### src/rtl/riscv_pkg.sv
// riscv_pkg: shared constants and fetch FSM state encoding for the RV32I core.
package riscv_pkg;
    localparam int XLEN = 32;
    localparam logic [XLEN-1:0] NOP_INSTR = 32'h0000_0013;
    typedef enum logic [1:0] {IDLE, REQ, WAIT, HOLD} fetch_state_t;
endpackage

### src/rtl/if_id_reg.sv
// if_id_reg: IF/ID pipeline register; flush beats stall beats load, idle cycles insert a bubble.
module if_id_reg
    import riscv_pkg::*;
#(
    parameter logic [XLEN-1:0] BUBBLE = NOP_INSTR
) (
    input  logic            clk,
    input  logic            rst_n,
    input  logic            i_flush,
    input  logic            i_stall,
    input  logic            i_load,
    input  logic [XLEN-1:0] i_instr,
    input  logic [XLEN-1:0] i_pc,
    input  logic [XLEN-1:0] i_pc_plus4,
    output logic [XLEN-1:0] o_instr,
    output logic [XLEN-1:0] o_pc,
    output logic [XLEN-1:0] o_pc_plus4,
    output logic            o_valid
);
    logic [XLEN-1:0] r_instr, r_pc, r_pc_plus4;
    logic            r_valid;

    always_ff @(posedge clk) begin
        if (!rst_n || i_flush || (!i_stall && !i_load)) begin
            r_instr    <= BUBBLE;
            r_pc       <= '0;
            r_pc_plus4 <= '0;
            r_valid    <= 1'b0;
        end else if (!i_stall) begin
            r_instr    <= i_instr;
            r_pc       <= i_pc;
            r_pc_plus4 <= i_pc_plus4;
            r_valid    <= 1'b1;
        end
    end

    assign o_instr    = r_instr;
    assign o_pc       = r_pc;
    assign o_pc_plus4 = r_pc_plus4;
    assign o_valid    = r_valid;
endmodule

### src/rtl/fetch_unit.sv
// fetch_unit: IF stage owning the PC, one-outstanding instruction-memory fetch, and the IF/ID register.
module fetch_unit
    import riscv_pkg::*;
#(
    parameter logic [XLEN-1:0] RESET_PC  = 32'h0000_0000,
    parameter logic [XLEN-1:0] NOP_INSTR = 32'h0000_0013
) (
    input  logic            clk,
    input  logic            rst_n,
    input  logic            StallF,
    input  logic            StallD,
    input  logic            FlushD,
    input  logic            PCSrcE,
    input  logic [XLEN-1:0] PCTargetE,
    output logic            IMemReq,
    output logic [XLEN-1:0] IMemAddr,
    input  logic            IMemGnt,
    input  logic            IMemRValid,
    input  logic [XLEN-1:0] IMemRData,
    output logic [XLEN-1:0] InstrD,
    output logic [XLEN-1:0] PCD,
    output logic [XLEN-1:0] PCPlus4D,
    output logic            ValidD,
    output logic            FetchBusyF
);
    fetch_state_t    r_state, w_next;
    logic [XLEN-1:0] r_pc, w_pc_next, r_buf, w_buf_next, w_data, w_pc_plus4;
    logic            r_kill, w_kill_next, w_avail, w_consume;

    assign w_pc_plus4 = r_pc + 32'd4;
    assign w_avail    = (r_state == WAIT && IMemRValid && !r_kill) || r_state == HOLD;
    assign w_data     = (r_state == HOLD) ? r_buf : IMemRData;
    assign w_consume  = w_avail && !StallF && !StallD && !FlushD && !PCSrcE;
    assign IMemReq    = r_state == REQ;
    assign IMemAddr   = r_pc;
    assign FetchBusyF = !w_avail;

    always_comb begin
        w_next      = r_state;
        w_pc_next   = r_pc;
        w_kill_next = r_kill;
        w_buf_next  = r_buf;
        if (PCSrcE) begin
            // an in-flight response must be dropped when it lands, so stay in WAIT with kill set
            w_pc_next   = PCTargetE & ~32'h3;
            w_buf_next  = '0;
            w_kill_next = r_state == WAIT && !IMemRValid;
            w_next      = w_kill_next ? WAIT : REQ;
        end else if (w_consume) begin
            w_pc_next = w_pc_plus4;
            w_next    = REQ;
        end else if (w_avail) begin
            w_buf_next = w_data;
            w_next     = HOLD;
        end else if (r_state == IDLE) begin
            w_next = REQ;
        end else if (r_state == REQ && IMemGnt) begin
            w_next = WAIT;
        end else if (r_state == WAIT && IMemRValid) begin
            w_kill_next = 1'b0;
            w_next      = REQ;
        end
    end

    always_ff @(posedge clk) begin
        if (!rst_n) begin
            r_state <= IDLE;
            r_pc    <= RESET_PC & ~32'h3;
            r_kill  <= 1'b0;
            r_buf   <= '0;
        end else begin
            r_state <= w_next;
            r_pc    <= w_pc_next;
            r_kill  <= w_kill_next;
            r_buf   <= w_buf_next;
        end
    end

    if_id_reg #(.BUBBLE(NOP_INSTR)) u_if_id (
        .clk       (clk),
        .rst_n     (rst_n),
        .i_flush   (FlushD),
        .i_stall   (StallD),
        .i_load    (w_consume),
        .i_instr   (w_data),
        .i_pc      (r_pc),
        .i_pc_plus4(w_pc_plus4),
        .o_instr   (InstrD),
        .o_pc      (PCD),
        .o_pc_plus4(PCPlus4D),
        .o_valid   (ValidD)
    );
endmodule

### config.mk
export PLATFORM = sky130hd
export DESIGN_NAME = fetch_unit
export DESIGN_NICKNAME = d
export VERILOG_FILES = /design/src/rtl/riscv_pkg.sv /design/src/rtl/if_id_reg.sv /design/src/rtl/fetch_unit.sv
export SDC_FILE = /design/constraint.sdc
export NUM_CORES = 1
export LEC_CHECK = 0
export ABC_AREA = 1
export CAP_MARGIN = 20
export CORE_MARGIN = 2
export CORE_UTILIZATION = 43
export CTS_CLUSTER_DIAMETER = 150
export DETAILED_ROUTE_END_ITERATION = 7
export GPL_ROUTABILITY_DRIVEN = 0
export GPL_TIMING_DRIVEN = 0
export PLACE_DENSITY = 0.86
export SYNTH_ARGS = -nofsm -noshare
export SYNTH_HDL_FRONTEND = slang
export SYNTH_SLANG_ARGS = --single-unit
### constraint.sdc
create_clock -name clk -period 1.5 [get_ports clk]
set_input_delay 0.45 -clock clk [delete_from_list [all_inputs] [get_ports clk]]
set_output_delay 0.45 -clock clk [all_outputs]
set_load 0.05 [all_outputs]
==> metrics <==
Yosys Warn Count=0; violated checks=negative setup slack; total power=10.56 mW; worst-margin pin slew=0.6840 ns; non-filler cells, final=1520; final instance area=10920 um2; max-cap viol count=0; Layout area overhead=52.58%; global route overflow=0; Slowest Stage Delay on Critical Path=0.37 ns; core outline area=16410 um2; Post-Syn Area=7156 um2; Final nets=1359; Die H=133 um; register bit total from synthesis=158; CTS tree=yes; largest net degree at the start of global routing=17; CP Capture Type=flop; initial antenna violation count=2; Clk pin slew, worst setup/hold paths=0.07 ns; FILL cells=1301; Final Hold Viols=0; min cycle time layout=1.758 ns; Leak=4.732 nW; register area share after synthesis=44.20%; vias in the first global route=7578; fmax=568.7 MHz; drt pass-1 iters=7; gr usage total=28.61%; insertion delay to the later sink of the worst-skew pair=0.44 ns; Slowest-stage cell, CP=dfxtp_4; multi-input logic area=3979 um2; Starting Density=43.61%; commonest non-fill, non-tap cell in the layout=nand2_1; share of cells above drive strength 1=27.94%; placed cells=1445; CP dominant cell by count=nand2_4; post-place instance area=9503 um2; Critical Path RT=1.87 ns; post-DP HPWL=17450 um; Final Cycle Share=117.2%; RSZ-0062 raised after global routing=yes; row count=47; die span in x=133 um; clock sinks=158; first-pass GRT wire length=39690 um; CTS H-Tree Depth=4; Post-Route WL=27680 um; skew final=0.01300 ns; Slew Limit Fails=0; Hold Crit Class=in2reg; Reg area=3237 um2; DRC viols=0; IO Pins=203; pwr dens=967.4 nW/um2; worst setup margin=-0.2584 ns; Clock Path Buffers=2; DR iter-0 viols=976; Slew headroom=54.40%; most frequent cells in the layout=302 x nand2_1, 125 x dfxtp_1, 114 x nor2_1; run status=finished, violations left; Max VDD drop=0.8495 mV; Setup Viol. Count Final=154; via count=8319; worst path arrival time=2.13 ns; Vias/cell=5.473; maximum fanout along the worst path=8; Crit Path Class=reg2reg; Hold Buf Count CTS=0; post-synthesis cell type count=33; port buffer count=192; post-route setup TNS=-22.53 ns; Synth Instances=1028; Worst setup SP type=flop; Cell Chain, Critical Path=inv_2 -> nand4_1 -> nand2_4 -> buf_4 -> nand3_4 -> nand2_4 -> nand2_8 -> buf_12 -> bufbuf_16 -> nor2_1; CTS Buf Count=17; die area=17690 um2; clock root buffer master=clkbuf_16; Avg WL per Cell=18.21 um; mean area per synthesized cell=6.961 um2; antenna-violating nets left=0; worst slack, placed=-1.026 ns
==> metal layers <==
| layer | track usage (%) | vias to the layer above | part of all wire, % |
|---|---|---|---|
| li1 | - | 3797 | - |
| met1 | 36.11 | 3798 | 38 |
| met2 | 47.27 | 573 | 47 |
| met3 | 6.245 | 149 | 10 |
| met4 | 12.25 | 2 | 5.0 |
| met5 | 0 | - | 0.047 |
==> sequential cells by signal, summed over array words and instances (netlist names) <==
| signal | flops |
|---|---|
| IMemAddr | 30 |
| r_buf | 32 |
| r_kill | 1 |
| r_state | 2 |
| u_if_id.o_instr | 32 |
| u_if_id.o_pc | 30 |
| u_if_id.o_pc_plus4 | 30 |
| u_if_id.o_valid | 1 |
==> worst max-delay path: cells and delay by family, from the launching register on <==
family | cells | cell delay, ns
buf+inv | 4 | 0.65
flops | 1 | 0.37
simple gates | 6 | 0.68
==> report_power, final <==
part	switching, mW	internal, mW
combinational	1.07	0.667
sequential	0.136	4.30
clock	1.92	2.47
==> cell type report <==
| type | instances | area share, % |
|---|---|---|
| Clock buffer | 20 | 4.286 |
| Tap cell | 220 | 2.521 |
| Timing Repair Buffer | 232 | 19.91 |
| Buffer | 59 | 4.194 |
| Sequential cell | 158 | 29.65 |
| Clock inverter | 12 | 1.123 |
| Multi-Input combinational cell | 766 | 36.44 |
| Inverter | 52 | 1.857 |
| Antenna cell | 1 | 0.02292 |
==> final timing paths <==
check,from,end,slack (ns),cells past startpoint
setup / recovery,r_state[0],u_if_id.o_instr[9],-0.26,10
hold / removal,StallD,u_if_id.o_pc_plus4[5],0.34,3
setup reg to reg,r_state[0],u_if_id.o_instr[9],-0.26,10
hold reg to reg,u_if_id.o_pc_plus4[25],u_if_id.o_pc_plus4[25],0.46,2
==> through the flow <==
step	hold WS (ns)	utilization (%)
6_report	0.3409	66.54
5_1_grt	0.3467	66.53
4_1_cts	0.3266	62.69
3_5_place_dp	0.4532	57.92
3_3_place_gp	0.4536	57.92
2_1_floorplan	0.4823	-
==> cells by family (layout without fill, tap and decap cells) <==
kind of cell | Yosys count | in the layout | share of synthesized area (%)
and+or+nand+nor | 548 | 550 | 31.09
adders and majority gates | 1 | 1 | 0.1748
xor gates and xnor gates | 8 | 8 | 0.9792
other | 1 | 7 | 0.05241
buffers and inverters | 111 | 375 | 6.854
DFF | 158 | 158 | 44.20
AOI/OAI and AO/OA | 169 | 169 | 12.17
muxes | 32 | 32 | 4.476
==> timing repair <==
action                                  in CTS  in global routing
gates resized for setup                    816                158
gates cloned                                 7                  3
pin swaps                                   18                 14
setup buffers                               18                 16
endpoints found under the setup margin     282                232
==> synth_stat cells <==
cell type / number / area, um2
a21oi_1: 51 / 255.2
a31oi_1: 2 / 12.51
and2_1: 32 / 200.2
buf_1: 3 / 11.26
buf_2: 20 / 100.1
buf_4: 9 / 67.56
buf_6: 2 / 22.52
clkbuf_1: 25 / 93.84
clkinv_1: 1 / 3.750
conb_1: 1 / 3.750
dfxtp_1: 158 / 3163
ha_1: 1 / 12.51
inv_1: 50 / 187.7
inv_2: 1 / 3.750
mux2i_1: 32 / 320.3
nand2_1: 322 / 1209
nand2_2: 3 / 18.77
nand3_1: 34 / 170.2
nand3_2: 1 / 10.01
nand4_1: 4 / 25.02
nor2_1: 147 / 551.8
nor2_2: 1 / 6.260
nor3_1: 1 / 5.000
nor3_4: 1 / 16.27
o211ai_1: 3 / 22.52
o21a_1: 3 / 22.52
o21ai_0: 99 / 495.5
o21ai_1: 9 / 45.04
o311ai_0: 1 / 8.760
o32ai_1: 1 / 8.760
or2_2: 2 / 12.51
xnor2_1: 2 / 17.52
xor2_1: 6 / 52.55
Power figures use the tool's default switching activity.
